File: config.mk
export PLATFORM = sky130hd
export DESIGN_NAME = regfile_cmd_issuer
export DESIGN_NICKNAME = d
export VERILOG_FILES = /design/src/rtl/regfile_cmd_issuer.sv
export SDC_FILE = /design/constraint.sdc
export NUM_CORES = 1
export LEC_CHECK = 0
export CORE_UTILIZATION = 40
export CTS_BUF_LIST = sky130_fd_sc_hd__clkbuf_8
export DETAILED_ROUTE_END_ITERATION = 10
export GPL_ROUTABILITY_DRIVEN = 0
export GPL_TIMING_DRIVEN = 0
export PLACE_DENSITY = 0.62
export RECOVER_POWER = 25
export SLEW_MARGIN = 20
export SYNTH_ARGS = -nofsm -noshare
export SYNTH_HDL_FRONTEND = slang
export SYNTH_SLANG_ARGS = --single-unit
File: constraint.sdc
create_clock -name clk -period 4.1 [get_ports clk]
set_clock_uncertainty 0.1 [all_clocks]
set_input_delay 0.82 -clock clk [delete_from_list [all_inputs] [get_ports clk]]
set_output_delay 0.82 -clock clk [all_outputs]
set_load 0.05 [all_outputs]
File: src/rtl/regfile_cmd_issuer.sv
// Regfile initiator: queues read/write requests, issues one encoded instruction per cycle,
// returns rs1/rs2 values via a 2-entry response FIFO; issue is credit-gated so responses never overflow.
module regfile_cmd_issuer #(
  parameter int DEPTH = 4,
  parameter int DW    = 32
) (
  input  logic          clk,
  input  logic          rst_n,
  input  logic          req_valid,
  output logic          req_ready,
  input  logic          req_we,
  input  logic [4:0]    req_rd,
  input  logic [4:0]    req_rs1,
  input  logic [4:0]    req_rs2,
  input  logic [DW-1:0] req_wdata,
  output logic [15:0]   inst,
  output logic [DW-1:0] data,
  input  logic [DW-1:0] rdata1,
  input  logic [DW-1:0] rdata2,
  output logic          rsp_valid,
  input  logic          rsp_ready,
  output logic [DW-1:0] rsp_rs1,
  output logic [DW-1:0] rsp_rs2,
  output logic [7:0]    issued_cnt
);

  localparam int AW = $clog2(DEPTH);
  localparam logic [AW:0] REQ_FULL = (AW+1)'(DEPTH);

  typedef struct packed {
    logic          we;
    logic [4:0]    rd;
    logic [4:0]    rs1;
    logic [4:0]    rs2;
    logic [DW-1:0] wdata;
  } req_t;

  typedef struct packed {
    logic [DW-1:0] rs1;
    logic [DW-1:0] rs2;
  } rsp_t;

  req_t          req_mem_q [DEPTH];
  req_t          req_mem_d [DEPTH];
  logic [AW-1:0] req_wptr_q, req_wptr_d;
  logic [AW-1:0] req_rptr_q, req_rptr_d;
  logic [AW:0]   req_cnt_q, req_cnt_d;

  logic          exec_valid_q, exec_valid_d;
  logic [15:0]   inst_q, inst_d;
  logic [DW-1:0] data_q, data_d;

  rsp_t          rsp_mem_q [2];
  rsp_t          rsp_mem_d [2];
  logic          rsp_wptr_q, rsp_wptr_d;
  logic          rsp_rptr_q, rsp_rptr_d;
  logic [1:0]    rsp_cnt_q, rsp_cnt_d;

  logic [7:0]    issued_q, issued_d;

  logic          req_push;
  logic          pop_ok;
  logic          rsp_pop;
  logic [2:0]    credit;
  req_t          head;

  assign req_ready  = (req_cnt_q != REQ_FULL);
  assign rsp_valid  = (rsp_cnt_q != 2'd0);
  assign inst       = inst_q;
  assign data       = data_q;
  assign rsp_rs1    = rsp_mem_q[rsp_rptr_q].rs1;
  assign rsp_rs2    = rsp_mem_q[rsp_rptr_q].rs2;
  assign issued_cnt = issued_q;

  always_comb begin
    req_push   = req_valid && req_ready;
    rsp_pop    = rsp_valid && rsp_ready;
    // Occupancy the response FIFO will have after this edge, excluding any new issue.
    credit     = {1'b0, rsp_cnt_q} + {2'b00, exec_valid_q} - {2'b00, rsp_pop};
    pop_ok     = (req_cnt_q != '0) && (credit < 3'd2);
    head       = req_mem_q[req_rptr_q];

    req_mem_d  = req_mem_q;
    req_wptr_d = req_wptr_q;
    req_rptr_d = req_rptr_q;
    req_cnt_d  = req_cnt_q;
    if (req_push) begin
      req_mem_d[req_wptr_q] = '{we: req_we, rd: req_rd, rs1: req_rs1, rs2: req_rs2, wdata: req_wdata};
      req_wptr_d = req_wptr_q + AW'(1);
    end
    if (pop_ok) begin
      req_rptr_d = req_rptr_q + AW'(1);
    end
    case ({req_push, pop_ok})
      2'b10:   req_cnt_d = req_cnt_q + (AW+1)'(1);
      2'b01:   req_cnt_d = req_cnt_q - (AW+1)'(1);
      default: req_cnt_d = req_cnt_q;
    endcase

    // Writes to x0 still travel the pipe and produce a response, but never assert writeEn.
    exec_valid_d = pop_ok;
    inst_d       = '0;
    data_d       = '0;
    if (pop_ok) begin
      inst_d = {head.we && (head.rd != 5'd0), head.rd, head.rs2, head.rs1};
      data_d = head.wdata;
    end

    rsp_mem_d  = rsp_mem_q;
    rsp_wptr_d = rsp_wptr_q;
    rsp_rptr_d = rsp_rptr_q;
    rsp_cnt_d  = rsp_cnt_q;
    if (exec_valid_q) begin
      rsp_mem_d[rsp_wptr_q] = '{rs1: rdata1, rs2: rdata2};
      rsp_wptr_d = ~rsp_wptr_q;
    end
    if (rsp_pop) begin
      rsp_rptr_d = ~rsp_rptr_q;
    end
    case ({exec_valid_q, rsp_pop})
      2'b10:   rsp_cnt_d = rsp_cnt_q + 2'd1;
      2'b01:   rsp_cnt_d = rsp_cnt_q - 2'd1;
      default: rsp_cnt_d = rsp_cnt_q;
    endcase

    issued_d = issued_q + {7'b0, exec_valid_q};
  end

  always_ff @(posedge clk or negedge rst_n) begin
    if (!rst_n) begin
      for (int i = 0; i < DEPTH; i++) req_mem_q[i] <= '0;
      req_wptr_q   <= '0;
      req_rptr_q   <= '0;
      req_cnt_q    <= '0;
      exec_valid_q <= 1'b0;
      inst_q       <= '0;
      data_q       <= '0;
      for (int i = 0; i < 2; i++) rsp_mem_q[i] <= '0;
      rsp_wptr_q   <= 1'b0;
      rsp_rptr_q   <= 1'b0;
      rsp_cnt_q    <= '0;
      issued_q     <= '0;
    end else begin
      req_mem_q    <= req_mem_d;
      req_wptr_q   <= req_wptr_d;
      req_rptr_q   <= req_rptr_d;
      req_cnt_q    <= req_cnt_d;
      exec_valid_q <= exec_valid_d;
      inst_q       <= inst_d;
      data_q       <= data_d;
      rsp_mem_q    <= rsp_mem_d;
      rsp_wptr_q   <= rsp_wptr_d;
      rsp_rptr_q   <= rsp_rptr_d;
      rsp_cnt_q    <= rsp_cnt_d;
      issued_q     <= issued_d;
    end
  end

endmodule

Yosys cells after proc, flatten, opt, wreduce, memory -nomap -nowiden
Cells that the tools add are included.

operators by class
  add/sub/neg operators = 9
  multipliers = 0
  divide/modulo/power cells = 0
  magnitude comparators = 7
  eq/ne operators = 5
  shifts and indexed selects = 0
  mux-type cells = 16
  bitwise logic cells = 6
  reduce and logical (&&, ||, !) cells = 11

operator list
  cell                                            number
  2-to-1 mux 64 bit                               4
  bitwise mux 192 bit                             1
  2-to-1 mux 48 bit                               3
  bitwise mux 128 bit                             1
  binary-select mux 48 bit (select 2 bit)         1
  demux 48 bit (select 2 bit)                     1
  demux 64 bit (select 1 bit)                     1
  2-to-1 mux 32 bit                               1
  2-to-1 mux 16 bit                               1
  adder 8 x 1 -> 8 bit                            1
  adder 2 x 1 -> 2 bit (second input constant)    3
  >= comparator 3 bit (second input constant)     2
  logical AND 1 bit                               6
  NOT 2 -> 3 bit                                  2
  case mux 3 bit (2 select lines)                 1
  nonzero test 2 bit                              3
  nonzero test 5 bit                              1
  == test 2 x 1 -> 1 bit (second input constant)  2
  == test 2 bit (second input constant)           2
  >= comparator 2 bit (second input constant)     2
  NOT 1 -> 2 bit                                  2
  case mux 2 bit (2 select lines)                 1
  adder 2 x 1 -> 3 bit                            1
  adder 3 x 1 -> 3 bit (second input constant)    1
  other kinds (9)                                 10

storage, ports and cells
  register bits after elaboration = 388
  bits in latches = 0
  bits in writable memories = 0
  ROM bits = 0
  bits of input ports = 116
  output and inout bits = 122
  word-level logic and storage cells = 88
  memories kept = 0

Depth between registers and ports, before layout
  depth after elaboration = 7
  depth in mapped cells = 15
  mapped depth without buffers = 13

Worst setup path before layout
No wires, ideal clock.

  kind = input port to flip-flop
  start = input rsp_ready
  end = register req_cnt_q[2]
  library setup time = 79 ps
  data arrival time = 3321 ps
  required time = 3921 ps
  slack = 599 ps
  cell stages on the path = 15
  buffers on the path = 2
  cell sequence = and3b_1 -> a21oi_1 -> nand2b_1 -> fa_1 -> xnor2_1 -> nand3_1 -> buf_2 -> buf_4 -> inv_1 -> ha_1 -> inv_1 -> fa_1 -> xor2_1 -> nor2_1 -> xor2_1

between the ends
  word-level cells in the longest chain between the ends = 6
  elaborated cells between the ends (all ways) = 8
  those cells by class = 1 x add/sub; 1 x order compare; 2 x eq/ne; 1 x mux; 3 x reduce/logical

RTL lines
  item                                                                          RTL line  text
  from (decl)                                                                   21        input logic rsp_ready,
  logical AND 1 bit *                                                           77        rsp_pop = rsp_valid && rsp_ready;
  subtractor 3 x 1 -> 3 bit *                                                   79        credit = {1'b0, rsp_cnt_q} + {2'b00, exec_valid_q} - {2'b00, rsp_pop};
  < comparator 3 x 2 -> 1 bit *                                                 80        pop_ok = (req_cnt_q != '0) && (credit < 3'd2);
  logical AND 1 bit *                                                           80
  net exec_valid_d                                                              49        logic exec_valid_q, exec_valid_d;
  == test 2 x 1 -> 1 bit / == test 2 bit (equally long branches)                94        case ({req_push, pop_ok})
  case mux 3 bit (2 select lines) / nonzero test 2 bit (equally long branches)  n/a
  to (signal assigned)                                                          147       req_cnt_q <= req_cnt_d;
  to (decl)                                                                     47        logic [AW:0] req_cnt_q, req_cnt_d;

Mark *: on every way through the listed nets, which the timed path passes. The rest lies on a longest branch.
A chain may end at the register's enable or synchronous reset.

Worst setup path in the final report
Same ends and word-level chain as after synthesis.

==> results.txt <==
The checks that failed: capacitance limit, slew limit. The run finished, with violations left. The reg2reg setup slack is 420 ps.

Setup repair after global routing left no endpoint under its margin. For this run, the top clock speed supported by timing is 257 MHz. The post-route worst hold slack came out at 32.0 ps. The smallest setup slack after layout came out at 211 ps.

The maximum buffer depth of the clock tree is 3. The setup path with the least slack is of type in -> reg. The clock slew seen by the registers of the worst setup and hold paths came out at 50 ps. The minimum setup slack after placement is -464 ps. The share of the clock period used by the worst path came out at 94.8%. The number of buffers inserted by post-CTS setup repair came out at 0. The count of warnings emitted by yosys is 0. The number of top-level pins is 238. The vias per cell came out at 4.97. The die covers 41600 µm². Summed over all layers, the global routing overflow is 0. The initial antenna violation count came to 3.

The worst reg2reg path depth is 15. The arrival time at the worst endpoint came out at 4320 ps. The maximum fanout count along the critical path came out at 10. IR analysis of the VDD net gives a maximum drop of 0.375 mV. The path class of the tightest hold or removal check is in -> async. The first global-routing pass estimated 57800 µm of wire. In this run the critical register-to-register path is launched from rsp_cnt_q[1]. The iteration count of the initial detailed-routing pass is 4.

The cell area power density is 960 nW/µm². In the global route stage, overall resource usage came out at 18.2%. The total of hold buffers inserted after clock tree synthesis is 0. The final critical path time including I/O delays and setup came out at 3890 ps. The number of cells on the critical path is 16. The starting DRC count in detailed routing is 347. The maximum number of pins on one net before global-route repair came out at 99.

Buffers placed on the I/O ports in this run total 237. The sequential fraction of the synthesis area came out at 59.5%. For this run, design rule violations remaining after detail routing come to 0. For this run, the slowest stage of the critical path takes 520 ps.

In this run, CTS created clock tree buffers numbering 70. Broken down by cell family, the worst path's largest delay share belongs to buffers and inverters. The critical path goes through clkdlybuf4s50_1, and3b_1, a21oi_1, nand2b_1, fa_1, xnor2_2, nand3_1, buf_2, buf_4, inv_1, ha_1, inv_1, fa_1, xor2_1, nor2_1, xor2_1. The number of nets in the synthesized netlist came out at 1116. The number of nets with antenna violations after detailed routing is 0. The area growth from synthesis to layout is 26.8%. From bottom edge to top edge, the die measures 204 µm. The reported max-cap violation count is 2. The endpoint identified for the worst register-to-register timing path is req_cnt_q[2]. The number of nets in the final layout came out at 1429. The final sum of negative setup slack is 0 ps. The worst setup path is launched from an input pin.

The total core area came out at 40000 µm². The share of cells above drive strength 1 came out at 37.6%. The register bit total from synthesis is 388. A synthesized cell averages 16.5 µm². The detail-routed net length per standard cell is 19.5 µm. At the pin with the least slew margin, the transition time is 2270 ps. The clock tree root buffer cell is sky130_fd_sc_hd__clkbuf_8. After legalization and detailed placement, the total HPWL measured 24300 µm. The static power due to leakage came out at 8.83 nW. Tracing the worst setup path back leads to its startpoint at rsp_ready. TritonCTS built the clock tree. The number of hold-slack violations in the final timing report is 0.

The later-pin clock latency in the skew report is 610 ps. The post-synthesis instance total is 991. The cell area that synthesis handed to floorplanning was 16300 µm². The number of placed instances, taps included, is 1757.

Data on the critical path is required at its endpoint by 4530 ps. The via count of the first global-routing pass came out at 10100. STA classifies the critical path endpoint as a flop. In this run the horizontal extent of the chip is 204 µm. The floorplan row count is 73. Wires add up to 36600 µm. In this run the tightest slew margin relative to its limit is -51.4%. Following the worst setup path forward leads to its endpoint at req_cnt_q[2]. For this run, the number of standard cells in the final layout without fillers is 1873.

On the critical path, the stage with the largest delay is an instance of sky130_fd_sc_hd__clkdlybuf4s50_1. The maximum level of the CTS H-tree is 3. The critical path contains buffers and inverters numbering 5 combined.

The max-slew violation total from the final report came to 171. The initial core utilization is 40.8%. For this design, the sink count on the clock tree is 388.

The number of endpoints failing setup at the final stage is 0. The antenna diode count is 0. The final route contains 9317 vias.

For this run, the share of the core covered by cells in the final layout is 51.7%. In this run, distinct cell masters in the synthesized netlist total 31.
## worst min-delay path by stage
stage             startpoint             to  slack [ps]  cells after the start
3_3_place_gp   issued_cnt[7]  issued_cnt[7]         360                      1
2_1_floorplan   req_cnt_q[2]   req_cnt_q[2]         350                      1
5_1_grt                rst_n  rsp_mem_q[84]          30                      1
4_1_cts                rst_n  rsp_mem_q[72]          10                      1
6_report               rst_n  rsp_mem_q[80]          30                      1
3_5_place_dp   issued_cnt[7]  issued_cnt[7]         370                      1
## routing by layer
layer / share of wire (%) / GRT usage (%) / vias to the layer above
li1: - / - / 4202
met1: 44 / 23.9 / 4832
met4: 1.8 / 6.16 / 6
met2: 48 / 29.1 / 219
met3: 6.1 / 5.01 / 58
met5: 0.093 / 0 / -
## state kept, by name, indices dropped and copies added, names as in the netlist
| signal | cells |
|---|---|
| inst | 16 |
| rsp_cnt_q | 2 |
| rsp_mem_q | 128 |
| req_mem_q | 192 |
| req_cnt_q | 3 |
| req_rptr_q | 2 |
| exec_valid_q | 1 |
| issued_cnt | 8 |
| rsp_rptr_q | 1 |
| req_wptr_q | 2 |
| data | 32 |
| rsp_wptr_q | 1 |
## worst register-to-register path, cell delays in order, from the launching register on
cell and delay [ps]:
sky130_fd_sc_hd__dfrtp_1 500, sky130_fd_sc_hd__and3b_1 260, sky130_fd_sc_hd__a21oi_1 80, sky130_fd_sc_hd__nand2b_1 160, sky130_fd_sc_hd__fa_1 400, sky130_fd_sc_hd__xnor2_2 230
sky130_fd_sc_hd__nand3_1 210, sky130_fd_sc_hd__buf_2 290, sky130_fd_sc_hd__buf_4 240, sky130_fd_sc_hd__inv_1 90, sky130_fd_sc_hd__ha_1 180, sky130_fd_sc_hd__inv_1 60
sky130_fd_sc_hd__fa_1 380, sky130_fd_sc_hd__xor2_1 150, sky130_fd_sc_hd__nor2_1 120, sky130_fd_sc_hd__xor2_1 160
## timing repair
item                       4_1_cts  5_1_grt
setup endpoints to repair        0        1
hold endpoints to repair         0        0
resized for setup                0        1
## kinds of logic after synthesis
kind of cell    after synthesis  share of synthesized area, %
mux                         434                          33.3
flops                       388                          59.5
simple gates                 75                          2.88
buf+inv                      65                          2.61
xor+xnor                     16                         0.859
fa+ha+maj                     9                         0.782
compound gates                4                         0.123
## cells in the mapped netlist
| library cell | number | share of area [%] |
|---|---|---|
| sky130_fd_sc_hd__dfrtp_1 | 388 | 59 |
| sky130_fd_sc_hd__and3_1 | 2 | 0.077 |
| sky130_fd_sc_hd__buf_1 | 4 | 0.092 |
| sky130_fd_sc_hd__clkbuf_1 | 6 | 0.14 |
| sky130_fd_sc_hd__and4_1 | 1 | 0.054 |
| sky130_fd_sc_hd__buf_2 | 25 | 0.77 |
| sky130_fd_sc_hd__mux2i_1 | 1 | 0.061 |
| sky130_fd_sc_hd__nor2_1 | 2 | 0.046 |
| sky130_fd_sc_hd__nand2b_1 | 2 | 0.077 |
| sky130_fd_sc_hd__nor3_1 | 2 | 0.061 |
| sky130_fd_sc_hd__nand4_1 | 2 | 0.077 |
| sky130_fd_sc_hd__mux2_2 | 315 | 22 |
| sky130_fd_sc_hd__and3b_1 | 1 | 0.054 |
| sky130_fd_sc_hd__mux4_2 | 48 | 6.6 |
| sky130_fd_sc_hd__buf_6 | 7 | 0.48 |
| sky130_fd_sc_hd__buf_4 | 11 | 0.51 |
| sky130_fd_sc_hd__or3b_1 | 1 | 0.054 |
| sky130_fd_sc_hd__fa_1 | 2 | 0.25 |
| sky130_fd_sc_hd__or3_1 | 1 | 0.038 |
| sky130_fd_sc_hd__buf_8 | 5 | 0.46 |
| sky130_fd_sc_hd__ha_1 | 7 | 0.54 |
| sky130_fd_sc_hd__xnor2_1 | 11 | 0.59 |
| sky130_fd_sc_hd__or2_2 | 1 | 0.038 |
| sky130_fd_sc_hd__xor2_1 | 5 | 0.27 |
| sky130_fd_sc_hd__inv_1 | 7 | 0.16 |
| sky130_fd_sc_hd__nand2_1 | 3 | 0.069 |
| sky130_fd_sc_hd__nor2b_1 | 48 | 1.8 |
| sky130_fd_sc_hd__nand3_2 | 4 | 0.25 |
| sky130_fd_sc_hd__nand3_1 | 5 | 0.15 |
| sky130_fd_sc_hd__a21oi_1 | 4 | 0.12 |
| sky130_fd_sc_hd__mux2_1 | 70 | 4.8 |
## cell usage in the layout (no fill, tap or decap), drive strengths merged
| cell type | count |
|---|---|
| bufinv | 1 |
| nand2b | 2 |
| mux4 | 48 |
| nand2 | 3 |
| and3 | 2 |
| dfrtp | 388 |
| clkbuf | 86 |
| clkdlybuf4s50 | 236 |
| nand4 | 2 |
| clkinvlp | 1 |
| inv | 43 |
| buf | 55 |
| nor2 | 2 |
| and3b | 1 |
| xnor2 | 11 |
| nor2b | 48 |
| nand3 | 9 |
| a21oi | 4 |
| mux2i | 1 |
| fa | 2 |
| or3b | 1 |
| or3 | 1 |
| nor3 | 2 |
| and4 | 1 |
| ha | 7 |
| xor2 | 5 |
| mux2 | 385 |
| or2 | 1 |
## where the power goes
part / total (mW) / internal (mW) / switching [mW]
sequential: 6.63 / 5.76 / 0.868
combinational: 9.89 / 4.63 / 5.26
clock: 3.35 / 1.80 / 1.55
## cell type report
cell class	instances	area [µm²]
fill	3449	19300
sequential	388	9710
multi-input combinational	538	6190
timing repair buffer	241	2440
clock buffer	78	1070
tap	525	657
buffer	58	399
clock inverter	38	200
inverter	7	26.3
## per-stage QoR
stage                     power (mW)  cell area, µm²
after floorplan                 13.7           16300
after global placement          16.6           19300
after detailed placement        16.7           19500
after CTS                       20.2           20700
after global routing            21.1           20700
final                           19.9           20700
Power figures use the tool's default switching activity.
